$ cat config.mk
export PLATFORM = sky130hd
export DESIGN_NAME = dmux8_dispatch_ctrl
export DESIGN_NICKNAME = d
export VERILOG_FILES = /design/src/rtl/dmux8_dispatch_ctrl_pkg.sv /design/src/rtl/dmux8_dispatch_ctrl_demux.sv /design/src/rtl/dmux8_dispatch_ctrl.sv
export SDC_FILE = /design/constraint.sdc
export NUM_CORES = 1
export LEC_CHECK = 0
export ABC_AREA = 1
export CORE_MARGIN = 1.5
export CORE_UTILIZATION = 40
export DETAILED_ROUTE_END_ITERATION = 8
export PLACE_DENSITY_LB_ADDON = 0.05
export SLEW_MARGIN = 10
export SYNTH_ARGS = -nofsm -noshare
export SYNTH_HDL_FRONTEND = slang
export SYNTH_HIERARCHICAL = 1
export SYNTH_SLANG_ARGS = --single-unit
$ cat constraint.sdc
create_clock -name clk -period 2.65 [get_ports clk]
set_clock_uncertainty 0.2 [all_clocks]
set_input_delay 0.53 -clock clk [delete_from_list [all_inputs] [get_ports clk]]
set_output_delay 0.53 -clock clk [all_outputs]
set_load 0.05 [all_outputs]
$ cat src/rtl/dmux8_dispatch_ctrl_pkg.sv
// Shared constants and types for the 8-bit 1-to-4 dispatch controller.
// Holds mode, channel and FSM state encodings plus a popcount helper.
package dmux8_dispatch_ctrl_pkg;

  localparam logic MODE_DIRECT = 1'b0;
  localparam logic MODE_RR     = 1'b1;

  localparam logic [1:0] CH_W = 2'd0;
  localparam logic [1:0] CH_X = 2'd1;
  localparam logic [1:0] CH_Y = 2'd2;
  localparam logic [1:0] CH_Z = 2'd3;

  typedef enum logic {
    ST_RUN   = 1'b0,
    ST_DRAIN = 1'b1
  } state_e;

  function automatic logic [2:0] pop4(
    input logic [3:0] v
  );
    logic [2:0] n;
    n = 3'd0;
    for (int i = 0; i < 4; i++) begin
      n = n + {2'b00, v[i]};
    end
    return n;
  endfunction

endpackage

$ cat src/rtl/dmux8_dispatch_ctrl_demux.sv
// 8-bit 1-to-4 demultiplexer: steers d onto the output chosen by sel.
// Ports: sel (2b select), d (8b data), y_w/y_x/y_y/y_z (8b, zero unless selected).
module dmux8_dispatch_ctrl_demux
  import dmux8_dispatch_ctrl_pkg::*;
(
  input  logic [1:0] sel,
  input  logic [7:0] d,
  output logic [7:0] y_w,
  output logic [7:0] y_x,
  output logic [7:0] y_y,
  output logic [7:0] y_z
);

  always_comb begin
    y_w = 8'h00;
    y_x = 8'h00;
    y_y = 8'h00;
    y_z = 8'h00;
    unique case (1'b1)
      (sel == CH_W): y_w = d;
      (sel == CH_X): y_x = d;
      (sel == CH_Y): y_y = d;
      (sel == CH_Z): y_z = d;
      default: ;
    endcase
  end

endmodule

$ cat src/rtl/dmux8_dispatch_ctrl.sv
// Dispatch controller: steers an input byte stream into four one-entry
// channel registers (W,X,Y,Z) by tag or round-robin, with safe mode switch.
// Ports: clk, rst (sync high); cfg_wr/cfg_mode/cfg_busy/mode (config);
//   in_data/in_dest/in_valid/in_ready (input stream);
//   out_w..out_z/out_valid/out_ready (channels); rr_ptr, deliv_cnt (status).
module dmux8_dispatch_ctrl
  import dmux8_dispatch_ctrl_pkg::*;
#(
  parameter logic RESET_MODE = 1'b0,
  parameter int   CNT_W      = 8
) (
  input  logic             clk,
  input  logic             rst,
  input  logic             cfg_wr,
  input  logic             cfg_mode,
  output logic             cfg_busy,
  output logic             mode,
  input  logic [7:0]       in_data,
  input  logic [1:0]       in_dest,
  input  logic             in_valid,
  output logic             in_ready,
  output logic [7:0]       out_w,
  output logic [7:0]       out_x,
  output logic [7:0]       out_y,
  output logic [7:0]       out_z,
  output logic [3:0]       out_valid,
  input  logic [3:0]       out_ready,
  output logic [1:0]       rr_ptr,
  output logic [CNT_W-1:0] deliv_cnt
);

  state_e state_q, state_d;
  logic mode_q, mode_d;
  logic pend_q, pend_d;
  logic busy_q, busy_d;
  logic [1:0] rr_q, rr_d;
  logic [3:0][7:0] data_q, data_d;
  logic [3:0] vld_q, vld_d;
  logic [CNT_W-1:0] cnt_q, cnt_d;

  logic [1:0] sel;
  logic [3:0][7:0] dmx;
  logic [3:0] load;
  logic [3:0] drain;
  logic accept;

  assign sel = (mode_q == MODE_RR) ? rr_q : in_dest;

  assign in_ready = !busy_q
                  && (!vld_q[sel] || out_ready[sel]);

  // A config write in the same cycle takes priority
  // over an otherwise acceptable byte.
  assign accept = in_valid && in_ready && !cfg_wr;

  assign load  = accept ? (4'b0001 << sel) : 4'b0000;
  assign drain = vld_q & out_ready;

  dmux8_dispatch_ctrl_demux u_demux (
    .sel (sel),
    .d   (in_data),
    .y_w (dmx[0]),
    .y_x (dmx[1]),
    .y_y (dmx[2]),
    .y_z (dmx[3])
  );

  always_comb begin
    data_d = data_q;
    for (int i = 0; i < 4; i++) begin
      if (load[i]) begin
        data_d[i] = dmx[i];
      end
    end
  end

  // Reload wins over drain, so a channel can
  // sustain one byte per cycle.
  assign vld_d = (vld_q & ~drain) | load;

  assign cnt_d = cnt_q + CNT_W'(pop4(drain));

  always_comb begin
    state_d = state_q;
    mode_d  = mode_q;
    pend_d  = pend_q;
    busy_d  = busy_q;
    rr_d    = rr_q;
    unique case (state_q)
      ST_RUN: begin
        if (cfg_wr) begin
          pend_d  = cfg_mode;
          busy_d  = 1'b1;
          state_d = ST_DRAIN;
        end else if (accept && mode_q == MODE_RR) begin
          rr_d = rr_q + 2'd1;
        end
      end
      ST_DRAIN: begin
        if (cfg_wr) begin
          pend_d = cfg_mode;
        end
        if (vld_q == 4'b0000) begin
          mode_d  = pend_d;
          rr_d    = 2'd0;
          busy_d  = 1'b0;
          state_d = ST_RUN;
        end
      end
      default: begin
        state_d = ST_RUN;
        busy_d  = 1'b0;
      end
    endcase
  end

  always_ff @(posedge clk) begin
    if (rst) begin
      state_q <= ST_RUN;
      mode_q  <= RESET_MODE;
      pend_q  <= 1'b0;
      busy_q  <= 1'b0;
      rr_q    <= 2'd0;
      data_q  <= '0;
      vld_q   <= 4'b0000;
      cnt_q   <= '0;
    end else begin
      state_q <= state_d;
      mode_q  <= mode_d;
      pend_q  <= pend_d;
      busy_q  <= busy_d;
      rr_q    <= rr_d;
      data_q  <= data_d;
      vld_q   <= vld_d;
      cnt_q   <= cnt_d;
    end
  end

  assign cfg_busy  = busy_q;
  assign mode      = mode_q;
  assign rr_ptr    = rr_q;
  assign out_w     = data_q[0];
  assign out_x     = data_q[1];
  assign out_y     = data_q[2];
  assign out_z     = data_q[3];
  assign out_valid = vld_q;
  assign deliv_cnt = cnt_q;

endmodule

==> results of run 1 <==
==> cell usage after synthesis (all sizes together) <==
master	number	share of area [%]
inv	31	4.8
clkbuf	8	1.2
nor3	1	0.21
nand3	11	3.1
dfxtp	50	42
nand2	79	14
a21oi	46	11
nor2	52	8.5
nor4	1	0.26
o211ai	1	0.31
fa	3	2.5
nand4	34	8.8
o21ai	5	1.0
ha	1	0.52
xnor2	1	0.36
buf	3	1.9
==> final timing paths <==
check	start	slack (ns)	endpoint	depth (start not counted)
worst max-delay path	in_dest[1]	0.13	in_ready	9
worst min-delay path	deliv_cnt[7]	0.26	deliv_cnt[7]	1
worst max register to register	out_valid[0]	0.30	deliv_cnt[7]	12
worst min register to register	deliv_cnt[7]	0.26	deliv_cnt[7]	1
==> flip-flops by register name (all words and copies together) (netlist names) <==
signal / cells
deliv_cnt: 8
out_w: 8
out_x: 8
out_y: 8
out_z: 8
out_valid: 4
rr_ptr: 2
cfg_busy: 1
mode: 1
pend_q: 1
state_q: 1
==> metrics by stage <==
stage                     hold slack (ns)  cell area (um2)  worst slack, ns  instances  total power [W]
after floorplan                     0.279             2410           0.0610        327          0.00108
after global placement              0.241             3210           -0.456        471          0.00121
after detailed placement            0.250             3210           -0.483        471          0.00122
after CTS                           0.266             3310         -0.00427        479          0.00169
after global routing                0.287             3330           0.0300        480          0.00175
final                               0.263             3330            0.132        480          0.00168
==> layout make-up <==
cell class / instances / area (um2)
fill: 579 / 2520
multi-input combinational: 235 / 1230
sequential: 50 / 1000
timing repair buffer: 81 / 790
inverter: 31 / 116
tap: 75 / 93.8
clock buffer: 6 / 82.6
clock inverter: 2 / 12.5
==> layout by cell type (no fill, tap or decap), types with 2 or more instances in the layout <==
| master | count |
|---|---|
| nand3_2 | 4 |
| a21oi_2 | 4 |
| nand2_2 | 4 |
| inv_1 | 29 |
| nand2_1 | 70 |
| clkdlybuf4s50_1 | 63 |
| fa_1 | 2 |
| nand3_1 | 7 |
| buf_4 | 14 |
| clkbuf_8 | 6 |
| nand4_1 | 34 |
| dlymetal6s2s_1 | 2 |
| nand2_4 | 5 |
| o21ai_0 | 5 |
| a21oi_1 | 41 |
| nor2_1 | 44 |
| inv_2 | 2 |
| dfxtp_1 | 47 |
| nor2_2 | 8 |
| dfxtp_2 | 3 |
==> critical path: cells and delay by family <==
kind	cells	cell delay (ns)
buffers and inverters	3	0.67
AOI/OAI and AO/OA	1	0.10
and+or+nand+nor	5	0.47
==> power by group through the flow <==
stage	registers [W]	logic, W	clock network (W)
after detailed placement	0.000809	0.000408	0
after global placement	0.000809	0.000403	0
after floorplan	0.000862	0.000221	0
final	0.000791	0.000410	0.000477
after CTS	0.000791	0.000409	0.000488
after global routing	0.000795	0.000447	0.000506
==> logic make-up (layout without fill, tap and decap cells) <==
family | Yosys count | in the layout | synth area share, %
compound gates | 52 | 52 | 12.0
xor+xnor | 1 | 1 | 0.364
fa+ha+maj | 4 | 4 | 3.01
buf+inv | 42 | 120 | 7.95
flops | 50 | 50 | 41.6
simple gates | 178 | 178 | 35.1
==> per-layer routing <==
metal | GRT usage [%] | share of wire [%] | wire length (um)
met5 | 0 | 0 | 0
met3 | 4.43 | 7.1 | 446
met2 | 30.7 | 43 | 2710
met4 | 5.17 | 1.1 | 70
met1 | 27.5 | 48 | 3030
==> what timing repair did <==
item / in CTS / in global routing
buffers inserted: 0 / 1
resized for setup: 4 / 5
setup endpoints to repair: 4 / 4
pin swaps: 5 / 7
==> results.yml, run 1 <==
status:
  status: "finished clean"
detailed_routing:
  wl_um: 6260
  firstDrtPassIters: 4
  vias: 2362
  drc: 0
  detail_route.iter0.violations: 185
  vias_per_cell: 4.92
  antenna_left: 0
  avgRoutedWirePerCell_um: 13.0
clock_tree:
  clk_latency_ns: 0.31
  cts_hold_buffers: 0
  cts_tree: "yes"
  cts_sinks: 50
  clk_pin_slew_ns: 0.09
  max-clock-path-buffers: 2
  cts_buffers: 5
  root_buffer: "clkbuf_8"
  htreeDepth: 2
timing:
  timing.final.hold_violations: 0
  period_minus_slack_ns: 2.52
  relSlewSlack_pct: 65.6
  tightest_slew_ns: 0.515
  rsz0062_at_grt: "no"
  slew_violations: 0
  fin_crit_sh_pct: 95.0
  finalSetupViolCount: 0
  max_clock_freq_mhz: 397
  finalSetupTns_ns: 0
place:
  place_congestion: 0.899
  dp_hpwl_um: 4450
  port_buffers: 67
finish:
  syn_to_final_growth_pct: 38.3
  nNetsFinal: 427
  fin_util_pct: 56.9
  drive_gt1_share_pct: 13.6
  num_antenna_cells: 0
die:
  core_area_um2: 5850
  die-area_um2: 6500
  rows: 28
  io_pins: 68
  die_y_um: 80.6
  start_util_pct: 41.2
  die_w_um: 80.6
worst_setup_path:
  cp-end-kind: "primary output"
  cp_max_fo: 5
  startpoint_type: "input port"
  critPathMaxStageDelay_ns: 0.47
  critPathMostFrequentCell: "nand2_1"
  cp_cell_sequence: "clkdlybuf4s50_1, inv_1, nand2_1, nand2_4, nand3_1, nand2_1, nor2_2, a21oi_4, buf_12"
  cpMaxStageDelayCell: "clkdlybuf4s50_1"
  crit_type: "input port to primary output"
  arrival_ns: 1.79
  required_ns: 1.92
pwr:
  switching_share_pct: 33.2
  pwr-share-clk_pct: 28.4
  vdd.ir_drop.worst_v: 0.000255
  pwr-share-comb_pct: 24.4
  p_int_w: 0.00112
  p_per_area_nw_per_um2: 504
  seqPwrFrac_pct: 47.2
  p_leak_nw: 1.28
  p_sw_w: 0.000558
logic_synthesis:
  synth.ff_latch_count: 50
  avgSynthCellArea_um2: 7.37
  yosysWarnings: 6
  netlist_instances: 327
  synthesis.area_um2: 2410
  synth_cell_types: 23
  yosysSeqAreaShare_pct: 41.6
  synth_nets: 350
global_routing:
  grt_overflow: 0
  grt_max_degree: 43
  grt_usage_pct: 19.8
  grt_pass1_wl_um: 9990
  antenna_found_initial: 0
  grt_pass1_vias: 2137
flow_run:
  cap_viol_max_count: 0
min_path:
  hp-class: "flop to flop"
(Power assumes the default switching activity.)
==> run 2, diff against run 1 <==
Settings changed: CAP_MARGIN set to 20, DONT_BUFFER_PORTS set to 1.
==> run 2 against run 1 <==
  * Combinational power is 23% lower
  * Final cell count is 14% lower
  * First-iteration DRC count is 41% lower
  * Cell area is 20% lower
  * Maximum frequency is 2.8% higher
  * Via count is 11% lower
  * Critical endpoint unchanged
  * Global-route usage is 1.1 points lower
  * Worst hold slack worse by 0.20 ns
  * Sequential cell count stayed put
  * Critical path depth is 1 lower
  * Critical path type is now flop to primary output
  * Sequential power is 2% higher
==> results.yml, run 2 (synthesized netlist as in run 1, its figures left out) <==
worst_setup_path:
  crit_type: "flop to primary output"
  cp_max_fo: 8
  reg2regPathDepth: 12
  critPathMostFrequentCell: "nand2_1"
  cp.depth: 8
  critical_path_buf_inv_count: 2
  cp-end-kind: "primary output"
  critPathMaxStageDelay_ns: 0.43
  cp_cell_sequence: "inv_2, nand2_1, nand2_4, nand3_1, nand2_1, nor2_1, a21oi_4, buf_12"
  arrival_ns: 1.72
  startpoint_type: "flop"
  cpLargestDelayFamily: "simple AND/OR/NAND/NOR gates"
  required_ns: 1.92
  cpMaxStageDelayCell: "dfxtp_1"
place:
  dpl_cell_area_um2: 2570
  dp.cells: 407
  port_buffers: 0
  dp_hpwl_um: 4260
  place_congestion: 0.770
finish:
  nFillCells: 625
  fin_area_um2: 2660
  final_cell_mix: "71 x nand2_1, 47 x dfxtp_1, 46 x nor2_1"
  instances_no_fill: 415
  drive_gt1_share_pct: 15.0
  syn_to_final_growth_pct: 10.4
  multi_input_area_um2: 1220
  final-seq-area_um2: 1000
  final_common_cell: "nand2_1"
  nNetsFinal: 362
  num_antenna_cells: 0
detailed_routing:
  firstDrtPassIters: 4
  detail_route.iter0.violations: 110
  antenna_left: 0
  avgRoutedWirePerCell_um: 13.9
  drc: 0
  vias_per_cell: 5.09
  vias: 2111
  wl_um: 5790
global_routing:
  grt_pass1_vias: 1962
  antenna_found_initial: 0
  grt_usage_pct: 18.7
  grtUsageMet1_pct: 25.5
  met2_usage_pct: 28.3
  grt_max_degree: 44
  grt_pass1_wl_um: 9270
  use_met3_pct: 5.11
  grt_overflow: 0
  busiest_layer: "met2"
clock_tree:
  cts_buffers: 5
  max-clock-path-buffers: 2
  clk_pin_slew_ns: 0.10
  clk_latency_ns: 0.31
  htreeDepth: 2
  root_buffer: "clkbuf_8"
  cts_tree: "yes"
  cts_sinks: 50
pwr:
  vdd.ir_drop.worst_v: 0.000221
  p_per_area_nw_per_um2: 593
  p_leak_nw: 1.03
flow_run:
  cap_viol_max_count: 0
die:
  die-area_um2: 6500
  io_pins: 68
  die_w_um: 80.6
  core_area_um2: 5850
  rows: 28
  start_util_pct: 41.2
  die_y_um: 80.6
timing:
  slew_violations: 0
  finalSetupViolCount: 0
  max_clock_freq_mhz: 408
  fin_crit_sh_pct: 92.5
  timing.final.hold_violations: 0
  rsz0062_at_grt: "no"
  period_minus_slack_ns: 2.45
  relSlewSlack_pct: 63.0
  finalSetupTns_ns: 0
  tightest_slew_ns: 0.555
min_path:
  hp-class: "input port to flop"
  hold_depth: 1
status:
  status: "finished clean"
==> run 2: cell count changes in the layout (fill, tap and decap cells not counted), moves of 2 or more <==
| cell | previous run | this run |
|---|---|---|
| nor2_1 | 44 | 46 |
| clkdlybuf4s50_1 | 63 | 0 |
| dlymetal6s2s_1 | 2 | 0 |
| nor2_2 | 8 | 6 |
==> run 2: path summary, 6_finish.rpt <==
kind | from | end | slack [ns]
hold / removal | rst | out_valid[2] | 0.07
hold reg to reg | out_valid[3] | out_valid[3] | 0.33
setup / recovery | mode | in_ready | 0.20
setup reg to reg | out_valid[2] | deliv_cnt[7] | 0.23
==> run 2: what timing repair did <==
item	CTS	global route
setup buffers	0	0
endpoints found under the setup margin	0	1
resized for setup	0	1
endpoints found under the hold margin	0	0
hold buffers	0	0
==> run 2: area by class of cell <==
| class | count | share of cell area (%) |
|---|---|---|
| well taps | 75 | 3.53 |
| flip-flops and latches | 50 | 37.8 |
| repair buffers | 16 | 4.99 |
| clock buffers | 5 | 2.59 |
| inverters | 31 | 4.38 |
| multi-input cells | 235 | 45.9 |
| clock inverters | 3 | 0.800 |
==> run 2: per-layer routing <==
metal	wire, um	up-vias
li1	-	1105
met1	2690	929
met2	2460	71
met3	568	6
met4	62	0
met5	0	-
==> run 2: power by group <==
part | switching, W | total, W | internal, W
sequential | 0.0000359 | 0.000806 | 0.000770
combinational | 0.000231 | 0.000317 | 0.0000854
clock | 0.000267 | 0.000453 | 0.000186
total | 0.000534 | 0.00158 | 0.00104
==> run 2: metrics by stage <==
step	hold slack, ns	total power (W)	setup WS (ns)	utilization (%)
after global routing	0.0532	0.00166	0.0241	45.4
after CTS	0.0515	0.00160	0.185	45.4
final	0.0669	0.00158	0.199	45.4
after detailed placement	0.310	0.00114	-0.00356	43.9
after floorplan	0.279	0.00108	0.0610	-
after global placement	0.317	0.00114	0.0373	43.9
